--- config.mk ---
export PLATFORM = sky130hd
export DESIGN_NAME = hazard_pause_ctrl
export DESIGN_NICKNAME = d
export VERILOG_FILES = /design/src/rtl/hazard_pause_ctrl_pkg.sv /design/src/rtl/hazard_pause_ctrl_load_scoreboard.sv /design/src/rtl/hazard_pause_ctrl.sv
export SDC_FILE = /design/constraint.sdc
export NUM_CORES = 1
export LEC_CHECK = 0
export CAP_MARGIN = 20
export CORE_MARGIN = 3
export CORE_UTILIZATION = 40
export DETAILED_ROUTE_END_ITERATION = 7
export GPL_ROUTABILITY_DRIVEN = 0
export HOLD_SLACK_MARGIN = 0.05
export PLACE_DENSITY = 0.67
export SYNTH_ARGS = -nofsm -noshare
export SYNTH_HDL_FRONTEND = slang
export SYNTH_SLANG_ARGS = --single-unit
--- constraint.sdc ---
create_clock -name clk -period 6.3 [get_ports clk]
set_input_delay 1.26 -clock clk [delete_from_list [all_inputs] [get_ports clk]]
set_output_delay 1.26 -clock clk [all_outputs]
set_load 0.01 [all_outputs]
--- src/rtl/hazard_pause_ctrl_pkg.sv ---
// Shared constants and the pause-mode encoding for the hazard/pause controller.
// The mode encoding is used internally and is kept visible for debug probing.
package hazard_pause_ctrl_pkg;

    localparam logic PAUSE_ENABLE   = 1'b1;
    localparam logic PAUSE_DISABLE  = 1'b0;
    localparam int   DEFAULT_ADDR_W = 3;

    typedef enum logic [1:0] {
        MODE_RUN      = 2'd0,
        MODE_LOAD_USE = 2'd1,
        MODE_FLUSH    = 2'd2,
        MODE_BUSY     = 2'd3
    } pause_mode_t;

endpackage

--- src/rtl/hazard_pause_ctrl_load_scoreboard.sv ---
// Countdown scoreboard of in-flight loads: flags operand hits against pending
// destinations and reports when a new load would find no free entry.
module load_scoreboard
    import hazard_pause_ctrl_pkg::*;
#(
    parameter int ADDR_W   = DEFAULT_ADDR_W,
    parameter int NSRC     = 2,
    parameter int LOAD_LAT = 1,
    parameter int DEPTH    = 2,
    parameter int ZERO_HW  = 1
) (
    input  logic                   clk,
    input  logic                   rst_n,
    input  logic                   advance,
    input  logic                   alloc_en,
    input  logic                   req_valid,
    input  logic [ADDR_W-1:0]      wb_addr,
    input  logic [NSRC*ADDR_W-1:0] src_addr,
    input  logic [NSRC-1:0]        src_use,
    output logic                   hit,
    output logic                   full
);

    localparam int CW = (LOAD_LAT < 2) ? 1 : $clog2(LOAD_LAT + 1);
    localparam logic [CW-1:0] LAT_INIT = CW'(LOAD_LAT);

    if (DEPTH < LOAD_LAT || DEPTH < 1) begin : g_depth_check
        $error("load_scoreboard: DEPTH (%0d) must be >= LOAD_LAT (%0d) and >= 1",
               DEPTH, LOAD_LAT);
    end

    logic [DEPTH-1:0]  valid;
    logic [ADDR_W-1:0] addr [DEPTH];
    logic [CW-1:0]     cnt  [DEPTH];

    logic [DEPTH-1:0] expire;
    logic [DEPTH-1:0] free_now;
    logic [DEPTH-1:0] alloc_onehot;
    logic [NSRC-1:0]  src_hit;
    logic             need;
    logic             do_alloc;

    for (genvar s = 0; s < NSRC; s++) begin : g_src
        logic [ADDR_W-1:0] a;
        logic [DEPTH-1:0]  m;
        assign a = src_addr[s*ADDR_W +: ADDR_W];
        for (genvar e = 0; e < DEPTH; e++) begin : g_ent
            assign m[e] = valid[e] && (addr[e] == a);
        end
        assign src_hit[s] = src_use[s] && (|m) && !((ZERO_HW != 0) && (a == '0));
    end

    assign hit = |src_hit;

    assign need = req_valid && (LOAD_LAT > 0) && !((ZERO_HW != 0) && (wb_addr == '0));
    // Fullness looks at the registered valids: an entry retiring this cycle
    // does not prevent the stall, it only becomes reusable for allocation.
    assign full = need && (&valid);

    for (genvar e = 0; e < DEPTH; e++) begin : g_free
        assign expire[e]   = valid[e] && (cnt[e] == CW'(1));
        assign free_now[e] = !valid[e] || (advance && expire[e]);
    end

    // Isolate the lowest set bit to pick the lowest-index free entry.
    assign alloc_onehot = free_now & (~free_now + DEPTH'(1));
    assign do_alloc     = alloc_en && need;

    always_ff @(posedge clk) begin
        if (!rst_n) begin
            valid <= '0;
        end else begin
            for (int e = 0; e < DEPTH; e++) begin
                if (do_alloc && alloc_onehot[e]) begin
                    valid[e] <= 1'b1;
                end else if (advance && expire[e]) begin
                    valid[e] <= 1'b0;
                end
            end
        end
    end

    always_ff @(posedge clk) begin
        for (int e = 0; e < DEPTH; e++) begin
            if (do_alloc && alloc_onehot[e]) begin
                addr[e] <= wb_addr;
                cnt[e]  <= LAT_INIT;
            end else if (advance && valid[e] && !expire[e]) begin
                cnt[e] <= cnt[e] - CW'(1);
            end
        end
    end

endmodule

--- src/rtl/hazard_pause_ctrl.sv ---
// Pipeline pause/flush controller: arbitrates EX busy, branch flush and
// load-use hazards, and counts PC-hold cycles for performance debug.
module hazard_pause_ctrl
    import hazard_pause_ctrl_pkg::*;
#(
    parameter int ADDR_W   = DEFAULT_ADDR_W,
    parameter int NSRC     = 2,
    parameter int LOAD_LAT = 1,
    parameter int DEPTH    = 2,
    parameter int ZERO_HW  = 1,
    parameter int CNT_W    = 16
) (
    input  logic                   clk,
    input  logic                   rst_n,
    input  logic                   id_valid,
    input  logic [NSRC*ADDR_W-1:0] id_src_addr,
    input  logic [NSRC-1:0]        id_src_use,
    input  logic                   id_is_load,
    input  logic                   id_wb_en,
    input  logic [ADDR_W-1:0]      id_wb_addr,
    input  logic                   ex_busy,
    input  logic                   branch_flush,
    output logic                   pc_pause,
    output logic                   ii_pause,
    output logic                   ie_pause,
    output logic                   ie_bubble,
    output logic                   ii_flush,
    output logic [CNT_W-1:0]       stall_cnt
);

    logic        advance;
    logic        hit;
    logic        full;
    logic        alloc_en;
    pause_mode_t mode;

    assign advance = !ex_busy;

    always_comb begin
        mode = MODE_RUN;
        if (ex_busy) begin
            mode = MODE_BUSY;
        end else if (branch_flush) begin
            mode = MODE_FLUSH;
        end else if (id_valid && (hit || full)) begin
            mode = MODE_LOAD_USE;
        end
    end

    // Only a cleanly issuing instruction may claim an entry; busy, flush and
    // load-use cycles all keep the ID instruction from entering EX.
    assign alloc_en = (mode == MODE_RUN);

    load_scoreboard #(
        .ADDR_W   (ADDR_W),
        .NSRC     (NSRC),
        .LOAD_LAT (LOAD_LAT),
        .DEPTH    (DEPTH),
        .ZERO_HW  (ZERO_HW)
    ) u_scoreboard (
        .clk       (clk),
        .rst_n     (rst_n),
        .advance   (advance),
        .alloc_en  (alloc_en),
        .req_valid (id_valid && id_is_load && id_wb_en),
        .wb_addr   (id_wb_addr),
        .src_addr  (id_src_addr),
        .src_use   (id_src_use),
        .hit       (hit),
        .full      (full)
    );

    always_comb begin
        pc_pause  = PAUSE_DISABLE;
        ii_pause  = PAUSE_DISABLE;
        ie_pause  = PAUSE_DISABLE;
        ie_bubble = PAUSE_DISABLE;
        ii_flush  = PAUSE_DISABLE;
        if (rst_n) begin
            case (mode)
                MODE_BUSY: begin
                    pc_pause = PAUSE_ENABLE;
                    ii_pause = PAUSE_ENABLE;
                    ie_pause = PAUSE_ENABLE;
                end
                MODE_FLUSH: begin
                    ii_flush  = PAUSE_ENABLE;
                    ie_bubble = PAUSE_ENABLE;
                end
                MODE_LOAD_USE: begin
                    pc_pause  = PAUSE_ENABLE;
                    ii_pause  = PAUSE_ENABLE;
                    ie_bubble = PAUSE_ENABLE;
                end
                default: ;
            endcase
        end
    end

    always_ff @(posedge clk) begin
        if (!rst_n) begin
            stall_cnt <= '0;
        end else if (pc_pause && (stall_cnt != '1)) begin
            stall_cnt <= stall_cnt + CNT_W'(1);
        end
    end

endmodule

======== Word level (Yosys, flattened, before mapping) ========
Memory sizes are Yosys's and may differ from the RTL's.
Cells that the tools add are included.
Widths: inputs -> output; s select.
word-level totals
  register bits ........................... 18
  RAM bits ................................ 8
  input bits .............................. 18
  output and inout bits ................... 21
  word-level logic and storage cells ...... 100
  memories kept ........................... 2
memories
  memory             depth  width  rd ports  clocked after Yosys merged registers in  wr ports  RTL line                                 RTL
  u_scoreboard.addr  2      3      2         0                                        1         hazard_pause_ctrl_load_scoreboard.sv:33  logic [ADDR_W-1:0] addr [DEPTH];
  u_scoreboard.cnt   2      1      2         0                                        2         hazard_pause_ctrl_load_scoreboard.sv:34  logic [CW-1:0] cnt [DEPTH];
operators by class
  add/subtract/negate cells ............... 4
  equality and inequality tests ........... 8
  mux-type cells .......................... 30
  bitwise logic cells ..................... 4
  reduce and logical (&&, ||, !) cells .... 49
operator list
  cell                   count
  $mux 1                 27
  $logic_and 1x1->1      25
  $add 16x1->16 const B  1
  $ne 16x16->1 const B   1
  $eq 3x3->1             4
  $reduce_or 2->1        5
  $logic_not 3->1        3
  $logic_not 1->1        8
  $eq 2x2->1 const B     2
  $mux 2                 2
  $reduce_bool 2->1      2
  $logic_or 1x1->1       3
  $mux 3                 1
  $reduce_or 3->1        1
  $add 2x1->2 const B    1
  $and 2x2->2            1
  $eq 2x1->1 const B     1
  $logic_not 2->1        1
  $not 2->2              1
  $or 1x1->1             2
  $reduce_and 2->1       1
  $sub 1x1->1 const B    2

======== Logic depth before layout (Yosys ltp) ========
An unclocked memory read counts as a cell.
  word-level depth ........................ 19
  gate-level depth with buffers ........... 10
  depth with buffers taken out ............ 8

======== Cells and area by module ========
A second synthesis with hierarchy kept.
unflattened totals
  cells, all modules ...................... 158
  area, all modules ....................... 1492.7 um2
by module, submodules not included
  module             times used  cells each  area an instance (um2)  sequential area each (um2)
  hazard_pause_ctrl  1           112         944.7                   320.3
  load_scoreboard    1           46          548.0                   270.3

======== Worst setup path before layout ========
OpenSTA, ideal clock, no wires.
  kind .................................... in2out
  start point ............................. input port id_wb_addr[1]
  end point ............................... output port ie_bubble
  data arrival time ....................... 2.844 ns
  data required time ...................... 5.040 ns
  setup slack ............................. 2.196 ns
  stages .................................. 9
  path buffers ............................ 2
  path through ............................ nor3_1 nor2_1 and3_1 o41ai_4 buf_6 buf_6 inv_1 ha_1 and2_1
on the way
  word-level cells in the longest chain between the ends .. 13
  elaborated cells between the ends (all ways) .. 14
  those cells by class .................... eq/ne: 2; mux: 5; reduce/logical: 7
ends and longest elaborated chain
  item                                      RTL line                                 RTL
  start, declared                           hazard_pause_ctrl.sv:20                  input logic [ADDR_W-1:0] id_wb_addr,
  $logic_not 3->1 (*)                       hazard_pause_ctrl_load_scoreboard.sv:55  assign need = req_valid && (LOAD_LAT > 0) && !((ZERO_HW != 0) && (wb_addr == '0));
  $logic_not 1->1 (*)                       hazard_pause_ctrl_load_scoreboard.sv:55
  $logic_and 1x1->1 (*)                     hazard_pause_ctrl_load_scoreboard.sv:55
  $logic_and 1x1->1 (*)                     hazard_pause_ctrl_load_scoreboard.sv:58  assign full = need && (&valid);
  $logic_or 1x1->1 (*)                      hazard_pause_ctrl.sv:45                  end else if (id_valid && (hit || full)) begin
  $logic_and 1x1->1 (*)                     hazard_pause_ctrl.sv:45
  $mux 1 (*)                                hazard_pause_ctrl.sv:45
  $mux 2 (*)                                hazard_pause_ctrl.sv:43                  end else if (branch_flush) begin
  $mux 2 (*)                                hazard_pause_ctrl.sv:41                  if (ex_busy) begin
  $eq 2x2->1 or $eq 2x1->1 (tied branches)  hazard_pause_ctrl.sv:80                  case (mode)
  $reduce_or 2->1 (no source line) (*)      -
  $mux 1 (*)                                hazard_pause_ctrl.sv:80
  $mux 1 (*)                                hazard_pause_ctrl.sv:79                  if (rst_n) begin
  end, declared                             hazard_pause_ctrl.sv:26                  output logic ie_bubble,
Mark *: on every way between the ends. The rest lies on a longest branch, timed or not.

======== Worst setup path in the final report ========
  start point ............................. input port id_wb_addr[0]
  end point ............................... output port ie_bubble
Same word-level chain as after synthesis.

==> flow_summary_export.csv <==
group,metric,value,unit
place,hpwl,2550,um
clock_tree,cts_setup_buffers,0,
timing,max_freq,198,MHz
run_status,outcome,"finished clean",
die,core,0.00344,mm^2
finish,syn_to_final_growth,29.9,%
power_and_ir_drop,power_density,161,mW/mm^2
routing,drc,0,
timing,fin_skew,0.00186,ns
place,port-buffer-count,38,
die,die_h,66.8,um
critical_path,critPathMaxFanout,33,
critical_path,critical_path.top_delay_family,"buffers and inverters",
synth,synth_edf_count,7,
finish,multi_input_area,808,um^2
critical_path,critical_path.cell_chain,"clkdlybuf4s50_1, nor3_1, nor2_1, and3_1, o41ai_4, buf_4, inv_1, ha_1, and2_1, clkdlybuf4s50_1",
timing,worstMarginPinSlew,0.632,ns
finish,fillers,319,
routing,wl_met3,193,um
clock_tree,cts_buffer_depth,2,
routing,drt_iter0_markers,70,
synth,synth-main-ff-cell,"dfxtp_1",
die,start_util,0.429,
synth,yosys_warnings,0,
routing,routed_wl,3400,um
timing,finalHoldViolations,0,
place,placed_area,0.00187,mm^2
critical_path,r2r_start,"u_scoreboard.addr[0][5]$_DFFE_PP_",
synth,yosysTopAreaCellShare,0.257,
timing,rsz0062_at_grt,"no",
timing,fin_crit,5.05,ns
timing,tns,0,ns
die,ioPinCount,39,
synth,synth_fp_nets,181,
synth,ys_top_cells_by_area,"dfxtp_1 26%, edfxtp_1 14%, xnor2_1 7.1%",
critical_path,max_stage_delay,0.54,ns
worst_hold_path,hold_end,"u_scoreboard.cnt[1]$_DFF_P_",
clock_tree,clock_latency,0.27,ns
global_route,grt_pass1_wl,5640,um
routing,wl_met2,1580,um
critical_path,cp-start-kind,"input port",
power_and_ir_drop,ir_drop,0.0723,mV
global_route,grt_max_degree,34,
routing,detail-route-antenna-nets,0,
clock_tree,cts_resized,0,
synth,synth_cells,160,
synth,synth-async-reset-ratio,0,
routing,wl_per_cell,14.0,um
critical_path,critPathCaptureType,"output port",
clock_tree,clk_pin_slew,0.09,ns
synth,ys_seq_area_frac,0.400,
routing,top_layer_used,"met4",
synth,syn_area_per_cell,9.24,um^2
global_route,antenna_found_initial,0,
finish,seq_area,591,um^2
die,die_x,66.8,um
routing,routed_via_density,5.50,
finish,drive_gt1_frac,0.0558,
synth,synth-seq-cells,26,
synth,yosys.area.top_type,"dfxtp_1",
global_route,grt_pass1_vias,1290,
power_and_ir_drop,leakagePower,0.000641,uW
die,row_count,21,
timing,relSlewSlack,0.578,
critical_path,cp_slowest_cell,"clkdlybuf4s50_1",
critical_path,worstReg2RegEnd,"u_scoreboard.addr[0][4]$_DFFE_PP_",
critical_path,cp.buffers_inverters,4,
run,maxCapViolations,0,
clock_tree,cts_inserted_buffers,3,
finish,nets,219,
worst_hold_path,hold_class,"flip-flop to flip-flop",
routing,first_pass_iters,4,
die,dieArea,0.00446,mm^2
global_route,grt_util_all_layers,0.163,
critical_path,cp_common_cell,"clkdlybuf4s50_1",
routing,wl_met1,1590,um
worst_hold_path,min_path_cells,1,
synth,netlist_area,0.00148,mm^2
finish,n_antenna_cell,0,
synth,synthDistinctLibCells,40,
clock_tree,root_buffer,"clkbuf_8",
global_route,overflow,0,
critical_path,path_class,"input port to output port",
clock_tree,cts_tree,"yes",
clock_tree,cts_sinks,26,
critical_path,ff2ff_setup_slack,3.64,ns
clock_tree,hold_buffers,0,
timing,finalMaxSlewViolations,0,
finish,fin_area,0.00192,mm^2
timing,fin_crit_sh,0.802,
routing,num_vias,1337,
worst_hold_path,min_from,"u_scoreboard.cnt[1]$_DFF_P_",
critical_path,cp.required,5.04,ns
critical_path,ff2ff_path_depth,8,
critical_path,cp.arrival,3.79,ns
clock_tree,htree_levels,1,
timing,setup_viol,0,
## flip-flops by register name, indices dropped and copies added, names as in the netlist
register / flops
stall_cnt: 16
u_scoreboard.addr: 6
u_scoreboard.cnt: 2
u_scoreboard.valid: 2
## per-stage QoR
step	hold slack (ns)	utilization	power (uW)	cells	worst slack [ns]
2_1_floorplan	0.418	-	197	160	2.20
3_3_place_gp	0.425	0.545	215	239	1.29
3_5_place_dp	0.448	0.545	217	239	1.26
4_1_cts	0.469	0.558	313	243	1.25
5_1_grt	0.485	0.558	322	243	1.09
6_report	0.467	0.558	309	243	1.25
## layout by cell type (no fill, tap or decap), types with 3 or more instances in the layout
cell              n
nand4_1           6
inv_1             7
nor3_1            4
clkdlybuf4s50_1  38
o31ai_1          11
or4_1             9
o21ai_0           6
or3_1             3
clkbuf_8          3
nand2_1          12
and3_1            5
xnor2_1          12
nand3_1           6
a21oi_1          15
ha_1              3
and2_1            3
edfxtp_1          7
nor2_1            4
dfxtp_1          19
## metal layers
metal | track usage | up-vias
met5 | 0 | -
met4 | 0.0609 | 0
met3 | 0.0253 | 4
met2 | 0.272 | 36
met1 | 0.208 | 623
li1 | - | 674
## final cells by class
cell class,instances,area share
multi-input combinational,120,0.421
sequential,26,0.308
timing repair buffer,39,0.202
tap,46,0.0300
clock buffer,4,0.0235
inverter,8,0.0156
## Yosys cell counts, types with 3 or more instances
cell and number:
a21oi_1 15, and2_1 3, and3_1 5, buf_4 3, dfxtp_1 19, edfxtp_1 7
ha_1 3, inv_1 7, nand2_1 12, nand3_1 6, nand4_1 6, nor2_1 4
nor3_1 4, o21ai_0 6, o31ai_1 11, or3_1 3, or4_1 9, xnor2_1 12
## worst max-delay path by stage
stage / start / endpoint / slack (ns) / cells after the start
finish: id_wb_addr[0] / ie_bubble / 1.25 / 10
floorplan: id_wb_addr[1] / ie_bubble / 2.20 / 9
detailed placement: id_wb_addr[0] / ie_bubble / 1.26 / 10
global route: id_wb_addr[0] / ie_bubble / 1.09 / 10
CTS: id_src_addr[1] / ie_bubble / 1.25 / 9
global placement: id_wb_addr[1] / ie_bubble / 1.29 / 10
## where the power goes
group          internal (uW)  switching, uW  leakage (uW)
logic                   21.2           17.7      0.000402
clock network           45.2           50.9     0.0000228
registers                173           1.28      0.000216
total                    239           69.9      0.000641
## logic make-up after synthesis
group	after synthesis	share of synthesized area
simple gates	61	0.244
compound gates	41	0.191
flops	26	0.400
buf+inv	14	0.0533
xor+xnor	12	0.0711
fa+ha+maj	3	0.0254
mux	2	0.0135
other cells	1	0.00254
No activity file was read; power rests on OpenSTA's default activity.
==> RTL change (same settings) <==
Make the reset (`rst_n`) asynchronous in 2 clocked blocks.
--- a/src/rtl/hazard_pause_ctrl_load_scoreboard.sv
+++ b/src/rtl/hazard_pause_ctrl_load_scoreboard.sv
@@ -66,7 +66,7 @@
     assign alloc_onehot = free_now & (~free_now + DEPTH'(1));
     assign do_alloc     = alloc_en && need;
 
-    always_ff @(posedge clk) begin
+    always_ff @(posedge clk or negedge rst_n) begin
         if (!rst_n) begin
             valid <= '0;
         end else begin
--- a/src/rtl/hazard_pause_ctrl.sv
+++ b/src/rtl/hazard_pause_ctrl.sv
@@ -97,7 +97,7 @@
         end
     end
 
-    always_ff @(posedge clk) begin
+    always_ff @(posedge clk or negedge rst_n) begin
         if (!rst_n) begin
             stall_cnt <= '0;
         end else if (pc_pause && (stall_cnt != '1)) begin
Formal check against the unedited RTL: differs if rst_n is asserted again (counterexample within 4 cycles, from zero or initial values and one cycle with rst_n low); with rst_n held inactive, the same outputs for 10 cycles.
==> RTL change against the original RTL <==
Die area shrank 4.4%; routed wire length shrank 9.7%; setup slack gained 0.19 ns; via count shrank 16%; hold slack gained 0.022 ns; design area shrank 3.1%; area after synthesis shrank 4.8%; register-to-register slack gained 0.10 ns; first-iteration DRC count shrank 23%; sequential cell count is the same; fmax grew 3.9%.
Power is not compared: it rests on default switching activity, and its combinational part moved more than twofold at a synthesized area within 25%.
==> RTL change: results (changes against the original RTL) <==
sequential element share of the synthesized area 48.4% (+8.4 points); Syn Inst Count 129 (-19%); first-pass GRT wire length 5.11 mm (-9.3%); clk slew on worst S/H paths 0.12 ns (+0.03 ns); syn nets 150 (-17%); ys async rst share 69.2% (+69 points); CP max stage delay 0.53 ns; DP Worst Slack 1.46 ns (+0.206 ns); top post-synthesis cells by area dfrtp_1 32%, edfxtp_1 15%, xnor2_1 14%; most instantiated cells after synthesis 22 x xnor2_1, 18 x dfrtp_1, 12 x nand2_1, 11 x nand4_1; maximum vdd ir drop around 0.00017 V; family with the most delay on the worst path buffers and inverters; number of synthesized flops with an enable pin 7 (unchanged); Clk Latency, worst-skew pair 0.32 ns (+0.05 ns); Top FF cell, synth dfrtp_1; clock skew 0.00475 ns (+0.00288 ns); initial antenna violation count 0 (unchanged); Iter 0 DRT Violations 54 (-23%); max_slew headroom 53.7% (-4.1 points); HPWL Detailed 2.44 mm (-4.6%); Avg WL per Cell 14.4 µm (+2.6%); H-tree depth 1 (unchanged); Layout Nets 192 (-12%); Leak roughly 0.76 nW; placed cells 210 (-12%); distinct cell type count after synthesis 36 (-10%); share of layout cells above drive strength 1 9.41% (+3.8 points); filler instances 296 (-7.2%); CP max FO 3 (-91%); total CTS buffers 3 (unchanged); Critical Path AT 3.60 ns (-0.19 ns); vias per cell 5.22 (-5.1%); Worst Hold Class register to register; CTS resizes 0 (unchanged); Bufs on Longest Clock Path 2 (unchanged); largest registers stall_cnt x16, u_scoreboard.addr x6; status completed; 1st-pass router iterations 4 (unchanged); slowest cell on the critical path clkdlybuf4s50_1; # diodes 0 (unchanged); synthesis warning total 0 (unchanged); CTS root buf clkbuf_4; largest net degree at the start of global routing 24 (-29%); post-CTS setup buffers 0 (unchanged); # port buffers 38 (unchanged); Placement Cell Area 0.00183 mm² (-2.1%); via count 1,117 (-16%); GRT Util Overall 15.7% (-0.57 points)
## RTL change: report_power, final
part / internal [mW] / leakage, nW / switching (mW) / total (mW)
logic: 0.0692 / 0.432 / 0.0494 / 0.119
registers: 0.195 / 0.310 / 0.0271 / 0.222
clock network: 0.0248 / 0.0150 / 0.0460 / 0.0708
total: 0.289 / 0.757 / 0.122 / 0.411
## RTL change: logic make-up (layout without fill, tap and decap cells)
logic type	Yosys count	count (layout)	synth area share (%)
mux	1	1	0.801
fa+ha+maj	3	3	2.67
simple gates	51	51	20.7
compound gates	14	14	8.54
buf+inv	7	48	2.40
other cells	1	1	0.267
xor+xnor	26	26	16.2
flops	26	26	48.4
## RTL change: final timing paths
| check | startpoint | endpoint | slack [ns] | depth (start not counted) |
|---|---|---|---|---|
| worst max-delay path | id_wb_addr[1] | ie_bubble | 1.44 | 9 |
| worst min-delay path | u_scoreboard.cnt[1] | u_scoreboard.cnt[1] | 0.49 | 1 |
| worst max register to register | u_scoreboard.addr[0][0] | u_scoreboard.addr[0][4] | 3.74 | 9 |
| worst min register to register | u_scoreboard.cnt[1] | u_scoreboard.cnt[1] | 0.49 | 1 |
| max in group asynchronous | rst_n | u_scoreboard.valid[0] | 4.81 | 2 |
| min in group asynchronous | rst_n | stall_cnt[13] | 1.27 | 2 |
## RTL change: layer usage
metal,vias to the layer above,track usage (%),wire (µm)
met5,-,0,0
met4,0,6.22,48
met3,4,3.25,117
met2,25,24.8,1470
met1,541,21.0,1440
li1,547,-,-
## RTL change: cell type report
class | instances | area [µm²] | share of cell area, %
Timing Repair Buffer | 39 | 388 | 20.8
Clock buffer | 4 | 26.3 | 1.41
Tap cell | 44 | 55.1 | 2.96
Inverter | 5 | 18.8 | 1.01
Sequential cell | 26 | 681 | 36.6
Multi-Input combinational cell | 96 | 692 | 37.2
